[config.mk]
export PLATFORM = sky130hd
export DESIGN_NAME = demux32_router
export DESIGN_NICKNAME = d
export VERILOG_FILES = /design/src/rtl/demux_pkg.sv /design/src/rtl/demux_fifo.sv /design/src/rtl/demux32_router.sv
export SDC_FILE = /design/constraint.sdc
export NUM_CORES = 1
export LEC_CHECK = 0
export ABC_AREA = 1
export CORE_ASPECT_RATIO = 0.9
export CORE_MARGIN = 1
export CORE_UTILIZATION = 49
export CTS_BUF_LIST = sky130_fd_sc_hd__clkbuf_2
export DETAILED_ROUTE_END_ITERATION = 10
export PLACE_DENSITY = 0.83
export SYNTH_ARGS = -nofsm -noshare
export SYNTH_HDL_FRONTEND = slang
export SYNTH_SLANG_ARGS = --single-unit
[constraint.sdc]
create_clock -name clk -period 2.9 [get_ports clk]
set_input_delay 0.29 -clock clk [delete_from_list [all_inputs] [get_ports clk]]
set_output_delay 0.29 -clock clk [all_outputs]
set_load 0.02 [all_outputs]
[src/rtl/demux_pkg.sv]
// Shared constants and entry type for the 1-to-2 routing block.
package demux_pkg;

   localparam int unsigned DEMUX_WIDTH = 32;

   localparam logic SEL_OUT0 = 1'b0;
   localparam logic SEL_OUT1 = 1'b1;

   typedef struct packed {
      logic                   sel;
      logic [DEMUX_WIDTH-1:0] data;
   } demux_entry_t;

endpackage

[src/rtl/demux_fifo.sv]
// In-order FIFO holding routed entries; Depth must be a power of two, >= 2.
module demux_fifo #(
   parameter int unsigned Width = 33,
   parameter int unsigned Depth = 2
) (
   input  logic             clk_i,
   input  logic             rst_i,
   input  logic             push_i,
   input  logic [Width-1:0] wdata_i,
   input  logic             pop_i,
   output logic [Width-1:0] rdata_o,
   output logic             full_o,
   output logic             empty_o
);

   localparam int unsigned PtrW = $clog2(Depth);
   localparam int unsigned CntW = $clog2(Depth + 1);

   logic [Width-1:0] storage_q [Depth];
   logic [PtrW-1:0]  wr_ptr_q, wr_ptr_d;
   logic [PtrW-1:0]  rd_ptr_q, rd_ptr_d;
   logic [CntW-1:0]  count_q, count_d;

   // Pointers wrap naturally because Depth is a power of two.
   always_comb begin
      wr_ptr_d = wr_ptr_q;
      rd_ptr_d = rd_ptr_q;
      count_d  = count_q;
      if (push_i) wr_ptr_d = wr_ptr_q + PtrW'(1);
      if (pop_i)  rd_ptr_d = rd_ptr_q + PtrW'(1);
      unique case ({push_i, pop_i})
         2'b10:   count_d = count_q + CntW'(1);
         2'b01:   count_d = count_q - CntW'(1);
         default: count_d = count_q;
      endcase
   end

   always_ff @(posedge clk_i) begin
      if (rst_i) begin
         for (int i = 0; i < int'(Depth); i++) storage_q[i] <= '0;
         wr_ptr_q <= '0;
         rd_ptr_q <= '0;
         count_q  <= '0;
      end else begin
         if (push_i) storage_q[wr_ptr_q] <= wdata_i;
         wr_ptr_q <= wr_ptr_d;
         rd_ptr_q <= rd_ptr_d;
         count_q  <= count_d;
      end
   end

   assign rdata_o = storage_q[rd_ptr_q];
   assign full_o  = (count_q == CntW'(Depth));
   assign empty_o = (count_q == '0);

endmodule

[src/rtl/demux32_router.sv]
// 1-to-2 valid/ready router with in-order buffering and head-of-line blocking.
// Optional per-output transfer counters are built when DEMUX_STATS_EN is defined.
module demux32_router
   import demux_pkg::*;
#(
   parameter int unsigned WIDTH = DEMUX_WIDTH,
   parameter int unsigned DEPTH = 2
) (
   input  logic             clk,
   input  logic             rst,
   input  logic             in_valid,
   output logic             in_ready,
   input  logic             in_sel,
   input  logic [WIDTH-1:0] in_data,
   output logic             out0_valid,
   input  logic             out0_ready,
   output logic [WIDTH-1:0] out0_data,
   output logic             out1_valid,
   input  logic             out1_ready,
   output logic [WIDTH-1:0] out1_data
`ifdef DEMUX_STATS_EN
   ,
   output logic [31:0]      out0_count,
   output logic [31:0]      out1_count
`endif
);

   logic [WIDTH:0]   head;
   logic             head_sel;
   logic [WIDTH-1:0] head_data;
   logic             full, empty, live;
   logic             push, pop, xfer0, xfer1;

   demux_fifo #(
      .Width(WIDTH + 1),
      .Depth(DEPTH)
   ) u_fifo (
      .clk_i   (clk),
      .rst_i   (rst),
      .push_i  (push),
      .wdata_i ({in_sel, in_data}),
      .pop_i   (pop),
      .rdata_o (head),
      .full_o  (full),
      .empty_o (empty)
   );

   assign head_sel  = head[WIDTH];
   assign head_data = head[WIDTH-1:0];

   // rst gates the handshakes so the reset cycle itself looks idle.
   assign in_ready = ~rst & ~full;
   assign push     = in_valid & in_ready;
   assign live     = ~rst & ~empty;

   assign out0_valid = live & (head_sel == SEL_OUT0);
   assign out1_valid = live & (head_sel == SEL_OUT1);
   assign out0_data  = out0_valid ? head_data : '0;
   assign out1_data  = out1_valid ? head_data : '0;

   assign xfer0 = out0_valid & out0_ready;
   assign xfer1 = out1_valid & out1_ready;
   assign pop   = xfer0 | xfer1;

`ifdef DEMUX_STATS_EN
   logic [31:0] cnt0_q, cnt1_q;

   always_ff @(posedge clk) begin
      if (rst) begin
         cnt0_q <= '0;
         cnt1_q <= '0;
      end else begin
         if (xfer0) cnt0_q <= cnt0_q + 32'd1;
         if (xfer1) cnt1_q <= cnt1_q + 32'd1;
      end
   end

   assign out0_count = cnt0_q;
   assign out1_count = cnt1_q;
`endif

endmodule

==> results.yml, run 1 <==
power_and_ir_drop:
  vdd.ir_drop.worst_mv: 0.326
  p_sw_mw: 0.566
  combPwrFrac_pct: 17.7
  p_int_mw: 1.55
  clkPwrFrac_pct: 24.6
  seq_power_share_pct: 57.8
  powerDensity_mw_per_mm2: 451
  leakagePower_nw: 1.80
  p_sw_share_pct: 26.8
clock_tree:
  max-clock-path-buffers: 2
  ctsResizeCount: 0
  clock_sinks: 71
  cts_setup_buffers: 0
  cts_tree: "yes"
  postCtsHoldBufs: 0
  cts_inserted_buffers: 9
  cts-root-buf: "clkbuf_2"
  clk_pin_slew_ps: 200
  htreeDepth: 3
  insertion_delay_ps: 490
synth:
  yosysSeqAreaShare_pct: 60.4
  syn_avg_cell_area_um2: 10.5
  synthDistinctLibCells: 22
  synth-seq-cells: 71
  netlist_instances: 327
  syn-cell-area_mm2: 0.00345
  synthesis.nets: 366
  ys_warn_count: 0
worst_setup_path:
  critPathMaxFanout: 16
  startpoint_type: "flip-flop"
  arrival_ps: 2360
  worstSetupEndpointType: "output pin"
  cp-endpoint: "out0_data[0]"
  r2r_setup_slack_ps: 1100
  crit_required_ps: 2610
  r2r_cells: 9
  crit_type: "reg2out"
  rr_endpoint: "u_fifo.count_q[1]"
sta:
  final.setup.tns_ps: 0
  clock_skew_ps: 27.7
  hold_viol: 0
  finalCritPeriodShare_pct: 91.3
  drv_slew: 0
  whs_ps: 449
  rsz0062_at_grt: "no"
  worst_pin_slew_ps: 646
  fmax_mhz: 378
  relSlewSlack_pct: 56.9
  period_minus_slack_ps: 2650
  setup_viol: 0
placed_design:
  placed_cell_area_mm2: 0.00459
  io_buffers: 104
  globalplace.congestion: 0.767
  hpwl_um: 4960
  dpl.cell_count: 515
global_route:
  grt_pass1_wl_um: 11400
  gr-total-overflow: 0
  grt_pass1_vias: 2472
  antenna_found_initial: 0
  grt_start_max_net_pins: 35
  grtUsageTotal_pct: 20.5
worst_hold_path:
  hold_class: "in2reg"
final_layout:
  fin_area_mm2: 0.00469
  layout.nets: 475
  layoutNonFillerInstCount: 530
  antennaDiodeCount: 0
  syn2layout_area_growth_pct: 36.0
  utilization_pct: 70.0
  drive_gt1_share_pct: 14.1
floorplan:
  core_mm2: 0.00669
  die_area_mm2: 0.00737
  die_h_um: 81.6
  rows: 28
  ios: 105
  initial_core_util_pct: 51.5
  fp.dieW_um: 90.4
drt:
  viasPerCell: 4.80
  vias: 2542
  routed_wl_um: 7120
  drt_iter0_drc: 158
  drcViolationCount: 0
  postRouteAntennaNets: 0
  wl_per_cell_um: 13.4
  drt-pass1-iter-count: 4
run_status:
  outcome: "finished, final reports clean"
run:
  max_cap_violations: 0
-- cells in the mapped netlist --
library cell | n | area share [%]
nor2_1 | 107 | 12
edfxtp_1 | 66 | 57
inv_1 | 37 | 4.0
mux2i_1 | 32 | 9.3
nor2_2 | 20 | 3.6
nand2_1 | 15 | 1.6
nor2_4 | 9 | 2.9
clkbuf_1 | 7 | 0.76
buf_2 | 6 | 0.87
dfxtp_1 | 5 | 2.9
inv_2 | 5 | 0.54
a21oi_1 | 4 | 0.58
buf_6 | 3 | 0.98
nand3_1 | 3 | 0.44
a21oi_4 | 1 | 0.47
and3_1 | 1 | 0.18
buf_12 | 1 | 0.58
ha_1 | 1 | 0.36
nand2_2 | 1 | 0.18
nor3_1 | 1 | 0.15
o21ai_0 | 1 | 0.15
or2_1 | 1 | 0.18
-- cells in the final DEF, fill, tap and decap left out --
master             n
bufinv_16          1
dfxtp_1            4
a21oi_1            4
ha_1               1
edfxtp_1          66
and3_1             1
clkinv_2           1
nor2_1           107
clkbuf_2          10
mux2i_1           32
or2_2              1
nor2_4             9
nor2_2            20
nor3_1             1
o21ai_0            1
nand2_1           15
inv_2              5
buf_12             1
clkdlybuf4s50_1  104
clkinvlp_4         1
dfxtp_2            1
clkinv_1           2
buf_4             10
nand2_2            1
nand3_1            3
inv_1             37
a21oi_4            1
-- worst min-delay path by stage --
stage / startpoint / end / slack [ps] / cells after the start
3_3_place_gp: u_fifo.wr_ptr_q / u_fifo.wr_ptr_q / 470 / 2
3_5_place_dp: u_fifo.wr_ptr_q / u_fifo.wr_ptr_q / 490 / 2
6_report: in_data[7] / u_fifo.storage_q[1][7] / 450 / 3
2_1_floorplan: rst / u_fifo.wr_ptr_q / 360 / 1
4_1_cts: in_data[6] / u_fifo.storage_q[0][6] / 430 / 3
5_1_grt: in_data[9] / u_fifo.storage_q[0][9] / 410 / 3
-- stage by stage --
stage	total power, mW	worst slack, ps
floorplan	1.47	535
global placement	1.61	484
detailed placement	1.62	421
CTS	2.13	184
global route	2.21	63.4
finish	2.11	254
-- cells by family (layout without fill, tap and decap cells) --
| kind of cell | count (synthesis) | count (layout) | share of synthesized area (%) |
|---|---|---|---|
| adders and majority gates | 1 | 1 | 0.363 |
| and+or+nand+nor | 158 | 158 | 21.0 |
| muxes | 32 | 32 | 9.29 |
| DFF | 71 | 71 | 60.4 |
| buffers and inverters | 59 | 172 | 7.77 |
| AOI/OAI and AO/OA | 6 | 6 | 1.20 |
-- layout make-up --
cell class | instances | area, um^2
Tap cell | 90 | 113
Multi-Input combinational cell | 197 | 1100
Sequential cell | 71 | 2080
Inverter | 42 | 158
Timing Repair Buffer | 115 | 1140
Clock buffer | 10 | 50.0
Clock inverter | 5 | 50.0
Fill cell | 511 | 2000
-- critical path: stages (launching register included) --
cell and delay (ps):
dfxtp_2 640, buf_4 340, mux2i_1 310, nor2_1 70, clkdlybuf4s50_1 540
-- sequential cells by signal, indices dropped and copies added (netlist names), named ones only --
register          cells
u_fifo.rd_ptr_q       1
u_fifo.count_q        2
u_fifo.storage_q     66
u_fifo.wr_ptr_q       1
-- power groups by stage --
stage	clock network [mW]	registers (mW)	logic (mW)
4_1_cts	0.530	1.22	0.377
5_1_grt	0.579	1.23	0.405
2_1_floorplan	0	1.23	0.233
6_report	0.519	1.22	0.373
3_5_place_dp	0	1.25	0.376
3_3_place_gp	0	1.24	0.368
-- routing by layer --
layer	global-route usage (%)	wire length [um]
met1	23.0	2920
met2	38.3	3720
met3	3.33	355
met4	10.6	127
met5	0	0
Note: power is estimated with default switching activity, not from simulation.
==> inputs of run 2 (changes only) <==
--- a/config.mk
+++ b/config.mk
@@ -8,10 +8,10 @@
 export ABC_AREA = 1
 export CORE_ASPECT_RATIO = 0.9
 export CORE_MARGIN = 1
-export CORE_UTILIZATION = 49
+export CORE_UTILIZATION = 52
 export CTS_BUF_LIST = sky130_fd_sc_hd__clkbuf_2
 export DETAILED_ROUTE_END_ITERATION = 10
-export PLACE_DENSITY = 0.83
+export PLACE_DENSITY = 0.87
 export SYNTH_ARGS = -nofsm -noshare
 export SYNTH_HDL_FRONTEND = slang
 export SYNTH_SLANG_ARGS = --single-unit
==> constraint.sdc (replaced) <==
create_clock -name clk -period 3.11 [get_ports clk]
set_input_delay 0.311 -clock clk [delete_from_list [all_inputs] [get_ports clk]]
set_output_delay 0.311 -clock clk [all_outputs]
set_load 0.02 [all_outputs]
==> run 2 against run 1 <==
  * Die area shrank 5.6%
  * Total power shrank 6.0%
  * Cell count shrank 0.75%
  * Non-clock buffer count shrank 2
  * Wire length grew 3.8%
  * Via count grew 1.3%
  * Critical path depth is the same
  * Cell area is essentially flat
  * Register-to-register slack gained 70 ps
  * Global-route usage grew 1.7 points
  * Largest cell class unchanged
==> results.yml, run 2 (same netlist as run 1, synthesis figures left out) <==
floorplan:
  initial_core_util_pct: 55.2
  rows: 27
  die_h_um: 79.2
  fp.dieW_um: 87.8
  core_mm2: 0.00625
  die_area_mm2: 0.00696
  ios: 105
placed_design:
  dpl.cell_count: 510
  dp_slack_ps: 577
  hpwl_um: 5020
  io_buffers: 104
  globalplace.congestion: 0.764
final_layout:
  fill_cells: 410
  layoutNonFillerInstCount: 526
  antennaDiodeCount: 0
  layout.nets: 473
  register_area_mm2: 0.00208
  drive_gt1_share_pct: 14.1
  reg.largest.list: "u_fifo.storage_q: 66 flops, u_fifo.count_q: 2 flops"
  final_cell_mix: "nor2_1, clkdlybuf4s50_1, edfxtp_1"
  largest-register: "u_fifo.storage_q"
  syn2layout_area_growth_pct: 35.9
  multi_input_area_mm2: 0.00110
  final_common_cell: "nor2_1"
  largest_register_ffs: 66
worst_setup_path:
  worst_path_max_delay_cell: "dfxtp_2"
  worstSetupEndpointType: "output pin"
  path_buf_inv: 2
  startpoint_type: "flip-flop"
  r2r_cells: 9
  critPathMaxFanout: 19
  rr_endpoint: "u_fifo.count_q[1]"
  arrival_ps: 2510
  crit_path_cell_trace: "buf_4 -> mux2i_1 -> nor2_1 -> clkdlybuf4s50_1"
  r2r_setup_slack_ps: 1170
  crit_required_ps: 2800
  crit_family: "buffers and inverters"
  crit_type: "reg2out"
  max_stage_delay_ps: 670
worst_hold_path:
  hold_class: "in2reg"
  hp-start: "in_data[13]"
  min_to: "u_fifo.storage_q[0][13]"
  min_path_cells: 3
sta:
  hold_viol: 0
  setup_slack_ps: 290
  rsz0062_at_grt: "no"
  clock_skew_ps: 27.1
  drv_slew: 0
  final.setup.tns_ps: 0
  setup_viol: 0
  fmax_mhz: 355
  period_minus_slack_ps: 2820
  relSlewSlack_pct: 55.3
  worst_pin_slew_ps: 670
  finalCritPeriodShare_pct: 90.7
drt:
  wl_per_cell_um: 14.0
  routed_wl_um: 7390
  drt-pass1-iter-count: 4
  postRouteAntennaNets: 0
  viasPerCell: 4.90
  drcViolationCount: 0
  drt_iter0_drc: 127
  vias: 2575
global_route:
  grt_start_max_net_pins: 35
  gr-total-overflow: 0
  antenna_found_initial: 0
  grtUsageTotal_pct: 22.1
  grt_pass1_vias: 2458
  grt_pass1_wl_um: 11300
power_and_ir_drop:
  leakagePower_nw: 1.80
  vdd.ir_drop.worst_mv: 0.211
  powerDensity_mw_per_mm2: 424
clock_tree:
  htreeDepth: 3
  max-clock-path-buffers: 2
  clock_sinks: 71
  postCtsHoldBufs: 0
  cts_setup_buffers: 0
  insertion_delay_ps: 480
  ctsResizeCount: 0
  cts_tree: "yes"
  clk_pin_slew_ps: 190
  cts-root-buf: "clkbuf_2"
  cts_inserted_buffers: 9
run:
  max_cap_violations: 0
run_status:
  outcome: "finished, final reports clean"
-- run 2: worst max path at each step --
stage | to | slack, ps | depth (start not counted)
final | out0_data[0] | 290 | 4
after global routing | out1_data[19] | 150 | 4
after CTS | out0_data[0] | 250 | 4
after detailed placement | out0_data[28] | 580 | 6
after global placement | out0_data[1] | 650 | 6
after floorplan | u_fifo.storage_q[0][0] | 750 | 7
-- run 2: area by class of cell --
cell class,count,area share [%]
timing repair buffer,113,24.2
tap,87,2.32
sequential,71,44.5
clock inverter,5,1.04
multi-input combinational,197,23.4
clock buffer,11,1.18
inverter,42,3.37
-- run 2: stage by stage --
step | utilization (%) | hold slack (ps) | area (um^2) | power, mW
global route | 75.0 | 436 | 4680 | 2.07
floorplan | - | 380 | 3450 | 1.37
detailed placement | 73.3 | 468 | 4580 | 1.51
finish | 75.0 | 479 | 4680 | 1.99
CTS | 75.0 | 449 | 4680 | 1.99
global placement | 73.3 | 465 | 4580 | 1.50
-- run 2: worst reg2reg max path, cell delays in order (launching register included) --
cell	delay, ps
dfxtp_2	670
inv_2	70
nand2_1	80
nand2_1	70
nand3_1	120
nand2_1	80
ha_1	320
nor2_1	170
a21oi_1	90
nor3_1	180
-- run 2: power by group --
group	internal, mW	leakage (nW)	switching (mW)
clock network	0.186	0.0731	0.310
registers	1.11	0.732	0.0271
logic	0.153	0.998	0.198
total	1.45	1.80	0.535
-- run 2: per-layer routing --
layer | up-vias | wire [um] | global-route usage [%]
met2 | 100 | 3740 | 37.1
met1 | 1201 | 3080 | 26.9
li1 | 1259 | - | -
met5 | - | 0 | 0
met4 | 0 | 162 | 12.1
met3 | 15 | 407 | 4.16
==> inputs of run 3 (changes only) <==
--- a/config.mk
+++ b/config.mk
@@ -7,11 +7,10 @@
 export LEC_CHECK = 0
 export ABC_AREA = 1
 export CORE_ASPECT_RATIO = 0.9
-export CORE_MARGIN = 1
-export CORE_UTILIZATION = 52
-export CTS_BUF_LIST = sky130_fd_sc_hd__clkbuf_2
+export CORE_UTILIZATION = 51
+export CTS_BUF_LIST = sky130_fd_sc_hd__clkbuf_16
 export DETAILED_ROUTE_END_ITERATION = 10
-export PLACE_DENSITY = 0.87
+export PLACE_DENSITY = 0.86
 export SYNTH_ARGS = -nofsm -noshare
 export SYNTH_HDL_FRONTEND = slang
 export SYNTH_SLANG_ARGS = --single-unit
==> run 3 against run 2 <==
  * Register-to-register slack better by 150 ps
  * Via count is 0.89% higher
  * Cell area is 5.2% higher
  * Maximum frequency is 6.7% higher
  * Flip-flop and latch count stayed put
  * Non-clock buffer count is 1 higher
  * Total power is 37% higher
  * Worst hold slack better by 2.6 ps
  * First-iteration DRC count is 0.79% higher
  * Die area is 1.9% higher
  * Critical path type unchanged
  * Critical endpoint is now out1_data[30]
==> results.yml, run 3 (same netlist as run 1, synthesis figures left out) <==
run_status:
  outcome: "finished, final reports clean"
sta:
  rsz0062_at_grt: "no"
  hold_viol: 0
  fmax_mhz: 378
  final.setup.tns_ps: 0
  relSlewSlack_pct: 55.7
  clock_skew_ps: 3.99
  finalCritPeriodShare_pct: 85.0
  worst_pin_slew_ps: 664
  setup_slack_ps: 466
  setup_viol: 0
  whs_ps: 481
  period_minus_slack_ps: 2640
  drv_slew: 0
clock_tree:
  insertion_delay_ps: 330
  max-clock-path-buffers: 2
  postCtsHoldBufs: 0
  clock_sinks: 71
  cts_setup_buffers: 0
  cts_inserted_buffers: 9
  ctsResizeCount: 0
  cts_tree: "yes"
  clk_pin_slew_ps: 60
  cts-root-buf: "clkbuf_16"
  htreeDepth: 3
global_route:
  antenna_found_initial: 0
  grt_pass1_vias: 2437
  grt_pass1_wl_um: 11500
  grt_start_max_net_pins: 35
  grtUsageTotal_pct: 22.5
  gr-total-overflow: 0
floorplan:
  die_h_um: 80.0
  initial_core_util_pct: 52.6
  ios: 105
  die_area_mm2: 0.00709
  fp.dieW_um: 88.7
  rows: 28
  core_mm2: 0.00655
drt:
  routed_wl_um: 7630
  postRouteAntennaNets: 0
  drt-pass1-iter-count: 4
  drcViolationCount: 0
  wl_per_cell_um: 14.4
  drt_iter0_drc: 128
  vias: 2598
  viasPerCell: 4.90
final_layout:
  fill_cells: 444
  antennaDiodeCount: 0
  syn2layout_area_growth_pct: 43.0
  largest-register: "u_fifo.storage_q"
  final_common_cell: "nor2_1"
  largest_register_ffs: 66
  drive_gt1_share_pct: 14.1
  layoutNonFillerInstCount: 530
  reg.largest.list: "u_fifo.storage_q: 66 flops, u_fifo.count_q: 2 flops"
  fin_area_mm2: 0.00493
  final_cell_mix: "nor2_1, clkdlybuf4s50_1, edfxtp_1"
  layout.nets: 474
  utilization_pct: 75.2
placed_design:
  io_buffers: 104
  dpl.cell_count: 514
  placed_cell_area_mm2: 0.00457
  dp_slack_ps: 560
  hpwl_um: 4960
  globalplace.congestion: 0.719
worst_setup_path:
  crit_type: "reg2out"
  crit_required_ps: 2800
  critPathMaxFanout: 20
  worstSetupEndpointType: "output pin"
  arrival_ps: 2330
  startpoint_type: "flip-flop"
power_and_ir_drop:
  finalPower_mw: 2.73
  leakagePower_nw: 1.90
  vdd.ir_drop.worst_mv: 0.430
  powerDensity_mw_per_mm2: 554
worst_hold_path:
  hold_class: "reg2reg"
  hp-start: "u_fifo.wr_ptr_q"
run:
  max_cap_violations: 0
run 3: changes by cell type in the layout (fill, tap and decap cells not counted):
cell | previous run | this run
buf_12 | 2 | 0
buf_4 | 7 | 10
bufinv_16 | 1 | 4
clkbuf_16 | 0 | 9
clkbuf_2 | 11 | 0
clkinv_2 | 3 | 0
clkinv_4 | 0 | 1
inv_1 | 37 | 38
run 3: critical path: stages (launching register included):
cell,delay (ps)
dfxtp_2,600
buf_4,430
mux2i_1,320
nor2_1,80
clkdlybuf4s50_1,560
run 3: per-layer routing:
| metal | part of all wire, % | GRT usage, % | vias to the layer above |
|---|---|---|---|
| met5 | 0 | 0 | - |
| met4 | 3.0 | 13.1 | 0 |
| met2 | 51 | 39.5 | 86 |
| met3 | 4.5 | 3.31 | 18 |
| li1 | - | - | 1260 |
| met1 | 41 | 26.0 | 1234 |
run 3: final cells by class:
cell class	instances	area (um^2)	share of cell area, %
sequential	71	2080	42.3
clock inverter	7	136	2.77
tap	90	113	2.28
timing repair buffer	114	1120	22.6
multi-input combinational	197	1100	22.3
clock buffer	9	225	4.57
inverter	42	158	3.20
run 3: final timing paths:
path	end	slack (ps)	cells past startpoint
setup reg to reg	u_fifo.count_q[1]	1320	9
hold / removal	u_fifo.wr_ptr_q	480	2
hold reg to reg	u_fifo.wr_ptr_q	480	2
setup / recovery	out1_data[30]	470	4
run 3: report_power, final:
part | total, mW | switching, mW | internal, mW
Combinational | 0.348 | 0.198 | 0.150
Sequential | 1.14 | 0.0268 | 1.12
Clock | 1.24 | 0.381 | 0.860
